===== src/rtl/grf_hazard_ctrl_pkg.sv =====
// rtl/grf_hazard_ctrl_pkg.sv - shared forward-select encodings and pipeline Tuse/Tnew constants
package grf_hazard_ctrl_pkg;

    // Forward-select encodings driven onto fwd_rs_sel / fwd_rt_sel
    localparam logic [1:0] FWD_GRF   = 2'd0;
    localparam logic [1:0] FWD_E     = 2'd1;
    localparam logic [1:0] FWD_M     = 2'd2;

    // Tuse value meaning "operand never read"
    localparam logic [1:0] TUSE_NONE = 2'd3;

    // Per-opcode Tuse constants used by the decoder
    localparam logic [1:0] TUSE_BRANCH = 2'd0;  // beq/bne/jr compare in D
    localparam logic [1:0] TUSE_ALU    = 2'd1;  // ALU operands consumed in E
    localparam logic [1:0] TUSE_STORE  = 2'd2;  // sw data consumed in M

    // Per-opcode Tnew constants used by the decoder
    localparam logic [1:0] TNEW_LINK = 2'd0;    // jal/jalr link value known on entering E
    localparam logic [1:0] TNEW_ALU  = 2'd1;    // ALU result leaves E
    localparam logic [1:0] TNEW_LOAD = 2'd2;    // load data leaves M

endpackage


===== src/rtl/grf_hazard_ctrl_if.sv =====
// rtl/grf_hazard_ctrl_if.sv - D-stage hazard request/response bundle
interface grf_hazard_ctrl_if #(
    parameter int AW = 5,
    parameter int TW = 2
);
    logic          d_valid;
    logic [AW-1:0] d_rs;
    logic [AW-1:0] d_rt;
    logic [TW-1:0] d_tuse_rs;
    logic [TW-1:0] d_tuse_rt;
    logic          d_we;
    logic [AW-1:0] d_dst;
    logic [TW-1:0] d_tnew;
    logic          flush;
    logic          stall;
    logic [1:0]    fwd_rs_sel;
    logic [1:0]    fwd_rt_sel;

    // Pipeline side: presents the D-stage instruction, receives stall/forwarding
    modport master (
        output d_valid, d_rs, d_rt, d_tuse_rs, d_tuse_rt, d_we, d_dst, d_tnew, flush,
        input  stall, fwd_rs_sel, fwd_rt_sel
    );

    // Hazard controller side
    modport slave (
        input  d_valid, d_rs, d_rt, d_tuse_rs, d_tuse_rt, d_we, d_dst, d_tnew, flush,
        output stall, fwd_rs_sel, fwd_rt_sel
    );
endinterface


===== src/rtl/hz_operand_chk.sv =====
// rtl/hz_operand_chk.sv - per-operand hazard detect and forward select against E/M entries
module hz_operand_chk
    import grf_hazard_ctrl_pkg::*;
#(
    parameter int AW = 5,
    parameter int TW = 2
) (
    input  logic          d_valid,
    input  logic [AW-1:0] addr,
    input  logic [TW-1:0] tuse,
    input  logic          e_valid,
    input  logic [AW-1:0] e_dst,
    input  logic [TW-1:0] e_tnew,
    input  logic          m_valid,
    input  logic [AW-1:0] m_dst,
    input  logic [TW-1:0] m_tnew,
    output logic          hazard,
    output logic [1:0]    fwd_sel
);

    logic e_match;
    logic m_match;

    // $0 never matches: writes to it are discarded by the GRF
    assign e_match = e_valid && (e_dst == addr) && (addr != '0);
    assign m_match = m_valid && (m_dst == addr) && (addr != '0);

    // Hazard when any matching producer is still further from ready than the consumer can wait
    assign hazard = (e_match && (e_tnew > tuse)) || (m_match && (m_tnew > tuse));

    // Nearest match wins; a non-ready nearest match hides an older ready one
    always_comb begin
        fwd_sel = FWD_GRF;
        if (d_valid) begin
            if (e_match) begin
                fwd_sel = (e_tnew == '0) ? FWD_E : FWD_GRF;
            end else if (m_match) begin
                fwd_sel = (m_tnew == '0) ? FWD_M : FWD_GRF;
            end
        end
    end

endmodule


===== src/rtl/grf_hazard_ctrl.sv =====
// rtl/grf_hazard_ctrl.sv - E/M write tracking, D-stage stall and forward selects, stall counter
module grf_hazard_ctrl
    import grf_hazard_ctrl_pkg::*;
#(
    parameter int AW    = 5,
    parameter int TW    = 2,
    parameter int CNT_W = 32
) (
    input  logic             clk,
    input  logic             reset,
    grf_hazard_ctrl_if.slave hif,
    output logic             e_valid,
    output logic             m_valid,
    output logic [CNT_W-1:0] stall_cnt
);

    logic             e_valid_q, e_valid_d;
    logic [AW-1:0]    e_dst_q,   e_dst_d;
    logic [TW-1:0]    e_tnew_q,  e_tnew_d;
    logic             m_valid_q, m_valid_d;
    logic [AW-1:0]    m_dst_q,   m_dst_d;
    logic [TW-1:0]    m_tnew_q,  m_tnew_d;
    logic [CNT_W-1:0] stall_cnt_q, stall_cnt_d;

    logic hz_rs;
    logic hz_rt;
    logic stall_w;

    hz_operand_chk #(.AW(AW), .TW(TW)) u_chk_rs (
        .d_valid (hif.d_valid),
        .addr    (hif.d_rs),
        .tuse    (hif.d_tuse_rs),
        .e_valid (e_valid_q),
        .e_dst   (e_dst_q),
        .e_tnew  (e_tnew_q),
        .m_valid (m_valid_q),
        .m_dst   (m_dst_q),
        .m_tnew  (m_tnew_q),
        .hazard  (hz_rs),
        .fwd_sel (hif.fwd_rs_sel)
    );

    hz_operand_chk #(.AW(AW), .TW(TW)) u_chk_rt (
        .d_valid (hif.d_valid),
        .addr    (hif.d_rt),
        .tuse    (hif.d_tuse_rt),
        .e_valid (e_valid_q),
        .e_dst   (e_dst_q),
        .e_tnew  (e_tnew_q),
        .m_valid (m_valid_q),
        .m_dst   (m_dst_q),
        .m_tnew  (m_tnew_q),
        .hazard  (hz_rt),
        .fwd_sel (hif.fwd_rt_sel)
    );

    // Stall is purely combinational so it drops the moment reset clears the entries
    assign stall_w   = hif.d_valid && (hz_rs || hz_rt);
    assign hif.stall = stall_w;

    assign e_valid   = e_valid_q;
    assign m_valid   = m_valid_q;
    assign stall_cnt = stall_cnt_q;

    // Next-state: E takes D or a bubble, M always ages E, counter saturates
    always_comb begin
        e_valid_d = 1'b0;
        e_dst_d   = '0;
        e_tnew_d  = '0;
        if (!stall_w && !hif.flush) begin
            e_valid_d = hif.d_valid && hif.d_we && (hif.d_dst != '0);
            e_dst_d   = hif.d_dst;
            e_tnew_d  = hif.d_tnew;
        end

        m_valid_d = e_valid_q;
        m_dst_d   = e_dst_q;
        m_tnew_d  = (e_tnew_q == '0) ? '0 : (e_tnew_q - 1'b1);

        stall_cnt_d = stall_cnt_q;
        if (stall_w && (stall_cnt_q != '1)) begin
            stall_cnt_d = stall_cnt_q + 1'b1;
        end
    end

    // Tracking registers and counter, cleared asynchronously
    always_ff @(posedge clk or posedge reset) begin
        if (reset) begin
            e_valid_q   <= 1'b0;
            e_dst_q     <= '0;
            e_tnew_q    <= '0;
            m_valid_q   <= 1'b0;
            m_dst_q     <= '0;
            m_tnew_q    <= '0;
            stall_cnt_q <= '0;
        end else begin
            e_valid_q   <= e_valid_d;
            e_dst_q     <= e_dst_d;
            e_tnew_q    <= e_tnew_d;
            m_valid_q   <= m_valid_d;
            m_dst_q     <= m_dst_d;
            m_tnew_q    <= m_tnew_d;
            stall_cnt_q <= stall_cnt_d;
        end
    end

endmodule


===== src/flat_wrapper.sv =====
// flat-port wrapper written by rule: the top's interface ports become plain ports
module grf_hazard_ctrl_flat import grf_hazard_ctrl_pkg::*;
#(
    parameter int AW    = 5,
    parameter int TW    = 2,
    parameter int CNT_W = 32
)
  (clk, reset, e_valid, m_valid, stall_cnt, hif_d_valid, hif_d_rs, hif_d_rt, hif_d_tuse_rs, hif_d_tuse_rt, hif_d_we, hif_d_dst, hif_d_tnew, hif_flush, hif_stall, hif_fwd_rs_sel, hif_fwd_rt_sel);
  grf_hazard_ctrl_if #(.AW(AW), .TW(TW)) hif_i ();
  input  logic clk;
  input  logic reset;
  output logic e_valid;
  output logic m_valid;
  output logic [CNT_W-1:0] stall_cnt;
  input wire logic [$bits(hif_i.d_valid)-1:0] hif_d_valid;
  input wire logic [$bits(hif_i.d_rs)-1:0] hif_d_rs;
  input wire logic [$bits(hif_i.d_rt)-1:0] hif_d_rt;
  input wire logic [$bits(hif_i.d_tuse_rs)-1:0] hif_d_tuse_rs;
  input wire logic [$bits(hif_i.d_tuse_rt)-1:0] hif_d_tuse_rt;
  input wire logic [$bits(hif_i.d_we)-1:0] hif_d_we;
  input wire logic [$bits(hif_i.d_dst)-1:0] hif_d_dst;
  input wire logic [$bits(hif_i.d_tnew)-1:0] hif_d_tnew;
  input wire logic [$bits(hif_i.flush)-1:0] hif_flush;
  output wire logic [$bits(hif_i.stall)-1:0] hif_stall;
  output wire logic [$bits(hif_i.fwd_rs_sel)-1:0] hif_fwd_rs_sel;
  output wire logic [$bits(hif_i.fwd_rt_sel)-1:0] hif_fwd_rt_sel;
  assign hif_i.d_valid = hif_d_valid;
  assign hif_i.d_rs = hif_d_rs;
  assign hif_i.d_rt = hif_d_rt;
  assign hif_i.d_tuse_rs = hif_d_tuse_rs;
  assign hif_i.d_tuse_rt = hif_d_tuse_rt;
  assign hif_i.d_we = hif_d_we;
  assign hif_i.d_dst = hif_d_dst;
  assign hif_i.d_tnew = hif_d_tnew;
  assign hif_i.flush = hif_flush;
  assign hif_stall = hif_i.stall;
  assign hif_fwd_rs_sel = hif_i.fwd_rs_sel;
  assign hif_fwd_rt_sel = hif_i.fwd_rt_sel;
  grf_hazard_ctrl #(.AW(AW), .TW(TW), .CNT_W(CNT_W)) u_core (.clk(clk), .reset(reset), .hif(hif_i), .e_valid(e_valid), .m_valid(m_valid), .stall_cnt(stall_cnt));
endmodule

===== config.mk =====
export PLATFORM = sky130hd
export DESIGN_NAME = grf_hazard_ctrl_flat
export DESIGN_NICKNAME = d
export VERILOG_FILES = /design/src/rtl/grf_hazard_ctrl_pkg.sv /design/src/rtl/grf_hazard_ctrl_if.sv /design/src/rtl/hz_operand_chk.sv /design/src/rtl/grf_hazard_ctrl.sv /design/src/flat_wrapper.sv
export SDC_FILE = /design/constraint.sdc
export NUM_CORES = 1
export LEC_CHECK = 0
export BUFFER_PORTS_ARGS = -buffer_cell sky130_fd_sc_hd__clkbuf_2
export CAP_MARGIN = 40
export CORE_ASPECT_RATIO = 0.7
export CORE_MARGIN = 8
export CORE_UTILIZATION = 53
export CTS_CLUSTER_DIAMETER = 120
export CTS_CLUSTER_SIZE = 28
export DETAILED_ROUTE_END_ITERATION = 10
export PLACE_DENSITY = 0.8
export SLEW_MARGIN = 30
export SYNTH_ARGS = -nofsm -noshare
export SYNTH_HDL_FRONTEND = slang
export SYNTH_SLANG_ARGS = --single-unit

===== constraint.sdc =====
create_clock -name clk -period 6.2 [get_ports clk]
set_input_delay 1.24 -clock clk [delete_from_list [all_inputs] [get_ports clk]]
set_output_delay 1.24 -clock clk [all_outputs]
set_load 0.05 [all_outputs]

==> flow_metrics.py, run 1 <==
metrics = {
    "run_status": {
        "outcome": "complete, no violations",
    },
    "layout": {
        "postLayoutCellArea_um2": 3120,
        "final_cell_mix": "64 x clkbuf_2, 48 x dfrtp_1, 28 x xor2_1",
        "fin_util_pct": 65.6,
        "fin_nets": 351,
        "num-fill-cells": 404,
        "layout_commonest_cell": "clkbuf_2",
        "final_cells": 386,
        "area_growth_syn_to_layout_pct": 19.7,
        "drive_gt1_share_pct": 25.2,
        "n_antenna_cell": 0,
    },
    "sta": {
        "fmaxAchievable_mhz": 221,
        "min_period_over_period_pct": 73.1,
        "finalSetupTns_ns": 0,
        "tightest_slew_ns": 0.646,
        "finalMaxSlewViolations": 0,
        "hold_viol_final": 0,
        "rsz0062_at_grt": "false",
        "period_needed_ns": 4.53,
        "setup_violations": 0,
        "finClkSkew_ns": 0.0158,
        "timing.final.ws_setup_ns": 1.67,
        "relSlewSlack_pct": 55.8,
    },
    "die": {
        "die_area_um2": 7450,
        "die_y_um": 74.7,
        "chipWidth_um": 99.8,
        "ios": 65,
        "start_util_pct": 54.8,
        "core_um2": 4760,
        "rows": 21,
    },
    "logic_synthesis": {
        "postSynthAreaPerCell_um2": 10.6,
        "synth_edf_count": 0,
        "synthCells": 247,
        "syn_area_um2": 2610,
        "ys_ff_latch": 48,
        "yosysWarnings": 0,
        "synth_cell_types": 33,
        "synth_ff_type": "dfrtp_1",
        "ys_async_sr_fraction_pct": 100,
        "yosysSeqAreaShare_pct": 46.1,
        "syn-num-nets": 282,
    },
    "place": {
        "place_ws_ns": 1.67,
        "place_area_um2": 3010,
        "dpl.cell_count": 378,
        "dp_hpwl_mm": 4.75,
        "io_buffer_count": 64,
        "gp_congestion": 0.890,
    },
    "cts": {
        "cts_root_buf": "clkbuf_8",
        "clock-sinks": 48,
        "numCtsBuffers": 5,
        "clk_pin_slew_worst_paths_ns": 0.08,
        "cts_tree": "yes",
        "clkLatencyLatePin_ns": 0.30,
        "clockBufferDepth": 2,
        "postCtsSetupBuffers": 0,
        "ctsHoldBuffers": 0,
        "post_cts_resized": 0,
        "htree_levels": 2,
    },
    "detailed_routing": {
        "vias": 2092,
        "drt_iter0_drc": 136,
        "routed_wl_mm": 6.01,
        "dr.pass1.iters": 4,
        "viasPerCell": 5.42,
        "antenna_left": 0,
        "post_drt_wl_per_cell_um": 15.6,
        "drc_errors": 0,
    },
    "critical_path": {
        "end_kind": "output port",
        "arrival_ns": 3.29,
        "cp_max_fo": 34,
        "cp.required_ns": 4.96,
        "worstSetupPathType": "in2out",
        "setup.worst_path.start_class": "primary input",
    },
    "power_and_ir_drop": {
        "p_per_area_nw_per_um2": 195,
        "peakVddDrop_mv": 0.129,
        "p_leak_nw": 1.57,
    },
    "grt": {
        "grt_pass1_wl_mm": 10.2,
        "grt_pass1_vias": 2111,
        "grt_max_degree": 35,
        "gr-total-overflow": 0,
        "antenna_found_initial": 0,
        "grt_use_total_pct": 17.2,
    },
    "flow_run": {
        "maxCapViolations": 0,
    },
    "worst_hold_path": {
        "hold_class": "reg2reg",
    },
}
[routing by layer]
layer	vias to the layer above	part of all wire, %	track usage (%)
li1	1028	-	-
met4	0	0.92	5.01
met3	5	7.2	5.54
met2	65	44	25.7
met1	994	48	23.2
met5	-	0	0
[power breakdown]
| part | internal (mW) | total [mW] | switching, mW |
|---|---|---|---|
| registers | 0.319 | 0.326 | 0.00746 |
| logic | 0.0250 | 0.0612 | 0.0362 |
| clock network | 0.119 | 0.221 | 0.101 |
| total | 0.463 | 0.608 | 0.145 |
[worst paths after layout]
check	end	depth (start not counted)	start	slack, ns
setup / recovery	hif_stall	8	hif_d_rs[1]	1.67
hold / removal	u_core.m_dst_q[4]$_DFF_PP0_	0	u_core.e_dst_q[4]$_DFF_PP0_	0.45
setup reg to reg	u_core.stall_cnt[1]$_DFFE_PP0P_	7	u_core.e_tnew_q[1]$_DFF_PP0_	3.70
hold reg to reg	u_core.m_dst_q[4]$_DFF_PP0_	0	u_core.e_dst_q[4]$_DFF_PP0_	0.45
max in group asynchronous	u_core.e_dst_q[1]$_DFF_PP0_	3	reset	4.79
min in group asynchronous	u_core.stall_cnt[13]$_DFFE_PP0P_	2	reset	0.90
[synthesized netlist by cell type (all sizes together) (5+ instances only)]
library cell / n / area [um^2]
nand4: 11 / 68.8
ha: 9 / 113
nor3b: 5 / 37.5
buf: 5 / 38.8
nor2: 9 / 33.8
xnor2: 22 / 193
xor2: 28 / 245
inv: 11 / 41.3
and3: 5 / 31.3
a2111oi: 5 / 48.8
nand3: 13 / 65.1
and2: 9 / 56.3
nand2: 13 / 48.8
nor4: 14 / 115
nor3: 13 / 65.1
dfrtp: 48 / 1200
[metrics by stage]
stage | hold slack (ns) | total power [mW]
floorplan | 0.411 | 0.370
global placement | 0.433 | 0.391
detailed placement | 0.442 | 0.394
CTS | 0.460 | 0.614
global route | 0.472 | 0.637
finish | 0.455 | 0.608
[critical path, stage by stage]
cell and delay, ns:
clkbuf_2 0.11, or4_1 0.58, o211ai_1 0.30, a2111oi_1 0.15, nor4_4 0.22, buf_4 0.37, nor2_1 0.07, clkbuf_2 0.24
[cell families after synthesis]
group | after synthesis | share of synthesized area, %
compound gates | 16 | 4.80
xor+xnor | 50 | 16.8
fa+ha+maj | 9 | 4.32
buf+inv | 16 | 3.07
flops | 48 | 46.1
mux | 2 | 0.864
simple gates | 106 | 24.1
[sequential cells by signal, indices dropped and copies added, names as in the netlist]
signal            flops
u_core.m_dst_q        5
u_core.stall_cnt     32
u_core.e_tnew_q       2
u_core.e_valid        1
u_core.e_dst_q        5
u_core.m_tnew_q       2
u_core.m_valid        1
[area by class of cell]
class,count,area [um^2],share of cell area [%]
timing repair buffer,67,355,11.4
clock inverter,3,42.5,1.36
tap,69,86.3,2.77
inverter,11,41.3,1.32
multi-input combinational,183,1330,42.5
clock buffer,5,68.8,2.21
sequential,48,1200,38.5
Note: power is estimated with default switching activity, not from simulation.
==> run 2: changes to the inputs <==
--- a/config.mk
+++ b/config.mk
@@ -9,11 +9,11 @@
 export CAP_MARGIN = 40
 export CORE_ASPECT_RATIO = 0.7
 export CORE_MARGIN = 8
-export CORE_UTILIZATION = 53
+export CORE_UTILIZATION = 48
 export CTS_CLUSTER_DIAMETER = 120
 export CTS_CLUSTER_SIZE = 28
 export DETAILED_ROUTE_END_ITERATION = 10
-export PLACE_DENSITY = 0.8
+export PLACE_DENSITY = 0.76
 export SLEW_MARGIN = 30
 export SYNTH_ARGS = -nofsm -noshare
 export SYNTH_HDL_FRONTEND = slang
==> constraint.sdc (replaced) <==
create_clock -name clk -period 4.1 [get_ports clk]
set_input_delay 0.82 -clock clk [delete_from_list [all_inputs] [get_ports clk]]
set_output_delay 0.82 -clock clk [all_outputs]
set_load 0.05 [all_outputs]
==> flow_metrics.py, run 2 (synthesized netlist as in run 1, its figures left out) <==
metrics = {
    "cts": {
        "htree_levels": 2,
        "post_cts_resized": 0,
        "clk_pin_slew_worst_paths_ns": 0.09,
        "cts_root_buf": "clkbuf_8",
        "cts_tree": "yes",
        "clockBufferDepth": 2,
        "clkLatencyLatePin_ns": 0.30,
        "ctsHoldBuffers": 0,
        "numCtsBuffers": 5,
        "clock-sinks": 48,
        "postCtsSetupBuffers": 0,
    },
    "critical_path": {
        "cp.required_ns": 3.28,
        "cp_slowest_cell": "or4_1",
        "critPathTopFamily": "simple AND/OR/NAND/NOR gates",
        "path_cells": "clkbuf_2 -> or4_1 -> o211ai_1 -> a2111oi_1 -> nor4_4 -> nor2_1 -> clkbuf_2",
        "end_kind": "output port",
        "endpoint": "hif_stall",
        "r2r_start": "u_core.m_tnew_q[1]$_DFF_PP0_",
        "cp.depth": 7,
        "path_common_cell": "clkbuf_2",
        "r2r-end": "u_core.stall_cnt[1]$_DFFE_PP0P_",
        "reg2reg_slack_ns": 1.60,
        "worstSetupPathType": "in2out",
        "cpPeakStageDelay_ns": 0.56,
        "setup.worst_path.start_class": "primary input",
        "worst-r2r-cell-count": 7,
        "arrival_ns": 2.50,
        "critPathLaunch": "hif_d_rs[1]",
        "cp_max_fo": 3,
        "crit_buf_inv": 2,
    },
    "grt": {
        "grt_use_total_pct": 14.9,
        "grt_max_degree": 49,
        "antenna_found_initial": 0,
        "gr-total-overflow": 0,
        "grt_pass1_wl_mm": 10.1,
        "grt_pass1_vias": 2058,
    },
    "die": {
        "die_area_um2": 8080,
        "chipWidth_um": 104,
        "rows": 22,
        "core_um2": 5230,
        "die_y_um": 77.7,
        "ios": 65,
        "start_util_pct": 49.8,
    },
    "detailed_routing": {
        "dr.pass1.iters": 4,
        "antenna_left": 0,
        "routed_wl_mm": 5.95,
        "drc_errors": 0,
        "vias": 2108,
        "post_drt_wl_per_cell_um": 15.3,
        "drt_iter0_drc": 178,
        "viasPerCell": 5.42,
    },
    "worst_hold_path": {
        "hold_class": "reg2reg",
        "hp-start": "u_core.e_dst_q[4]$_DFF_PP0_",
    },
    "layout": {
        "postLayoutCellArea_um2": 3120,
        "fin_util_pct": 59.7,
        "layout_commonest_cell": "clkbuf_2",
        "final_cell_mix": "64 x clkbuf_2, 48 x dfrtp_1, 28 x xor2_1",
        "n_antenna_cell": 0,
        "largest_register_ffs": 32,
        "num-fill-cells": 454,
        "area_growth_syn_to_layout_pct": 19.9,
        "drive_gt1_share_pct": 25.2,
        "fin_nets": 351,
    },
    "power_and_ir_drop": {
        "p_per_area_nw_per_um2": 301,
        "power_mw": 0.940,
        "peakVddDrop_mv": 0.199,
        "p_leak_nw": 1.58,
    },
    "sta": {
        "relSlewSlack_pct": 56.6,
        "rsz0062_at_grt": "false",
        "fmaxAchievable_mhz": 302,
        "period_needed_ns": 3.32,
        "finalMaxSlewViolations": 0,
        "setup_violations": 0,
        "tightest_slew_ns": 0.635,
        "timing.final.ws_setup_ns": 0.785,
        "hold_viol_final": 0,
        "finalSetupTns_ns": 0,
        "finClkSkew_ns": 0.00946,
        "min_period_over_period_pct": 80.9,
    },
    "place": {
        "io_buffer_count": 64,
        "place_ws_ns": 0.779,
        "gp_congestion": 0.850,
        "place_area_um2": 3000,
        "dp_hpwl_mm": 4.74,
    },
    "run_status": {
        "outcome": "complete, no violations",
    },
    "flow_run": {
        "maxCapViolations": 0,
    },
}
==> run 2: cell count changes in the layout (fill, tap and decap cells not counted), sizes merged <==
cell	delta
clkbuf	+1
clkinvlp	-1
==> run 2: metal layers <==
layer,part of all wire [%],global-route usage (%),vias up
li1,-,-,1023
met1,50,21.2,1004
met2,41,20.9,73
met3,7.3,4.79,8
met4,1.2,4.17,0
met5,0,0,-
==> run 2: report_power, final <==
group | internal, mW | switching, mW | leakage [nW]
sequential | 0.482 | 0.0115 | 0.650
combinational | 0.0370 | 0.0553 | 0.864
clock | 0.199 | 0.155 | 0.0614
==> run 2: worst min-delay path by stage <==
stage / end / depth (start not counted) / slack, ns
after floorplan: u_core.m_dst_q[0]$_DFF_PP0_ / 0 / 0.41
after global placement: u_core.m_dst_q[4]$_DFF_PP0_ / 0 / 0.43
after detailed placement: u_core.m_dst_q[3]$_DFF_PP0_ / 0 / 0.44
after CTS: u_core.m_dst_q[3]$_DFF_PP0_ / 0 / 0.46
after global routing: u_core.m_dst_q[4]$_DFF_PP0_ / 0 / 0.47
final: u_core.m_dst_q[4]$_DFF_PP0_ / 0 / 0.45
==> run 2: final cells by class <==
| class | instances | area, um^2 | area share (%) |
|---|---|---|---|
| multi-input combinational | 183 | 1330 | 42.4 |
| sequential | 48 | 1200 | 38.4 |
| timing repair buffer | 67 | 343 | 11.0 |
| tap | 72 | 90.1 | 2.88 |
| clock buffer | 6 | 82.6 | 2.64 |
| inverter | 11 | 43.8 | 1.40 |
| clock inverter | 2 | 38.8 | 1.24 |
==> run 2: per-stage QoR <==
step | hold slack [ns] | instances
5_1_grt | 0.473 | 389
3_3_place_gp | 0.428 | 381
6_report | 0.455 | 389
2_1_floorplan | 0.411 | 247
3_5_place_dp | 0.441 | 381
4_1_cts | 0.462 | 389
==> run 3: changes to the inputs <==
==> constraint.sdc (replaced) <==
create_clock -name clk -period 2.9 [get_ports clk]
set_input_delay 0.58 -clock clk [delete_from_list [all_inputs] [get_ports clk]]
set_output_delay 0.58 -clock clk [all_outputs]
set_load 0.05 [all_outputs]
==> flow_metrics.py, run 3 (synthesized netlist as in run 1, its figures left out) <==
metrics = {
    "run_status": {
        "outcome": "complete, no violations",
    },
    "critical_path": {
        "end_kind": "output port",
        "setup.worst_path.start_class": "primary input",
        "reg2reg_slack_ns": 0.44,
        "worstSetupPathType": "in2out",
        "arrival_ns": 2.31,
        "cp_max_fo": 2,
        "cp.required_ns": 2.32,
        "worst-r2r-cell-count": 7,
    },
    "layout": {
        "final_cell_mix": "63 x clkbuf_2, 48 x dfrtp_1, 28 x xor2_1",
        "layout_commonest_cell": "clkbuf_2",
        "area_growth_syn_to_layout_pct": 23.7,
        "largest_register_ffs": 32,
        "fin_util_pct": 61.7,
        "n_antenna_cell": 0,
        "drive_gt1_share_pct": 29.3,
        "fin_nets": 366,
    },
    "cts": {
        "htree_levels": 2,
        "cts_root_buf": "clkbuf_8",
        "ctsHoldBuffers": 0,
        "clockBufferDepth": 2,
        "clock-sinks": 48,
        "cts_tree": "yes",
        "clkLatencyLatePin_ns": 0.30,
        "numCtsBuffers": 5,
        "clk_pin_slew_worst_paths_ns": 0.08,
    },
    "power_and_ir_drop": {
        "peakVddDrop_mv": 0.344,
        "p_leak_nw": 1.62,
        "p_per_area_nw_per_um2": 376,
    },
    "sta": {
        "min_period_over_period_pct": 99.5,
        "rsz0062_at_grt": "true",
        "fmaxAchievable_mhz": 347,
        "relSlewSlack_pct": 58.6,
        "finalSetupTns_ns": 0,
        "period_needed_ns": 2.89,
        "finClkSkew_ns": 0.00780,
        "tightest_slew_ns": 0.620,
        "hold_viol_final": 0,
        "timing.final.ws_setup_ns": 0.0141,
        "finalMaxSlewViolations": 0,
        "setup_violations": 0,
        "hold_slack_ns": 0.334,
    },
    "die": {
        "chipWidth_um": 104,
        "ios": 65,
        "start_util_pct": 49.8,
        "core_um2": 5230,
        "rows": 22,
        "die_area_um2": 8080,
        "die_y_um": 77.7,
    },
    "worst_hold_path": {
        "hold_class": "in2async",
    },
    "detailed_routing": {
        "viasPerCell": 5.26,
        "drt_iter0_drc": 96,
        "post_drt_wl_per_cell_um": 15.0,
        "antenna_left": 0,
        "drc_errors": 0,
        "routed_wl_mm": 6.03,
        "dr.pass1.iters": 4,
        "vias": 2120,
    },
    "place": {
        "io_buffer_count": 64,
        "gp_congestion": 0.823,
        "dp_hpwl_mm": 4.77,
        "place_ws_ns": -0.0771,
    },
    "grt": {
        "grt_use_total_pct": 15.5,
        "gr-total-overflow": 0,
        "grt_pass1_vias": 2095,
        "grt_pass1_wl_mm": 10.4,
        "grt_max_degree": 49,
        "antenna_found_initial": 0,
    },
    "flow_run": {
        "maxCapViolations": 0,
    },
}
-- run 3: cell count changes in the layout (fill, tap and decap cells not counted), sizes merged --
cell,before,now
buf,3,18
bufinv,1,0
-- run 3: metal layers --
metal  vias to the layer above  GRT usage, %  share of wire (%)
li1                       1055             -                  -
met1                      1006          22.5                 51
met2                        52          22.2                 43
met3                         7          3.80                5.2
met4                         0          4.32                1.0
met5                         -             0                  0
-- run 3: critical path, stage by stage --
cell       delay (ns)
clkbuf_2         0.09
or4_1            0.56
o211ai_1         0.30
a2111oi_1        0.14
nor4_4           0.33
nor2_2           0.07
clkbuf_2         0.24
-- run 3: repair_timing --
item                       4_1_cts  5_1_grt
setup endpoints to repair        0        2
resized for setup                0        3
buffers inserted                 0        1
-- run 3: cell type report --
type,instances,area (um^2)
Tap cell,72,90.1
Clock inverter,1,5.00
Clock buffer,6,72.6
Multi-Input combinational cell,183,1350
Sequential cell,48,1200
Timing Repair Buffer,82,458
Inverter,11,43.8
Fill cell,481,2010
-- run 3: power by group --
group | total, mW | switching [mW] | internal [mW]
Combinational | 0.144 | 0.0829 | 0.0612
Clock | 0.370 | 0.206 | 0.164
Sequential | 0.697 | 0.0151 | 0.682
Total | 1.21 | 0.304 | 0.907
-- run 3: path summary, 6_finish.rpt --
path	from	to
worst min-delay path	reset	u_core.stall_cnt[1]$_DFFE_PP0P_
worst max register to register	u_core.stall_cnt[0]$_DFFE_PP0P_	u_core.stall_cnt[31]$_DFFE_PP0P_
min in group clk	u_core.e_valid$_DFF_PP0_	u_core.m_valid$_DFF_PP0_
worst max-delay path	hif_d_rs[1]	hif_stall
worst min register to register	u_core.e_valid$_DFF_PP0_	u_core.m_valid$_DFF_PP0_
max in group asynchronous	reset	u_core.stall_cnt[29]$_DFFE_PP0P_
-- run 3: stage by stage --
step / total power [mW] / instances / instance area [um^2]
final: 1.21 / 403 / 3220
after floorplan: 0.793 / 247 / 2630
after detailed placement: 0.853 / 395 / 3130
after CTS: 1.22 / 402 / 3210
after global placement: 0.849 / 395 / 3130
after global routing: 1.27 / 403 / 3220
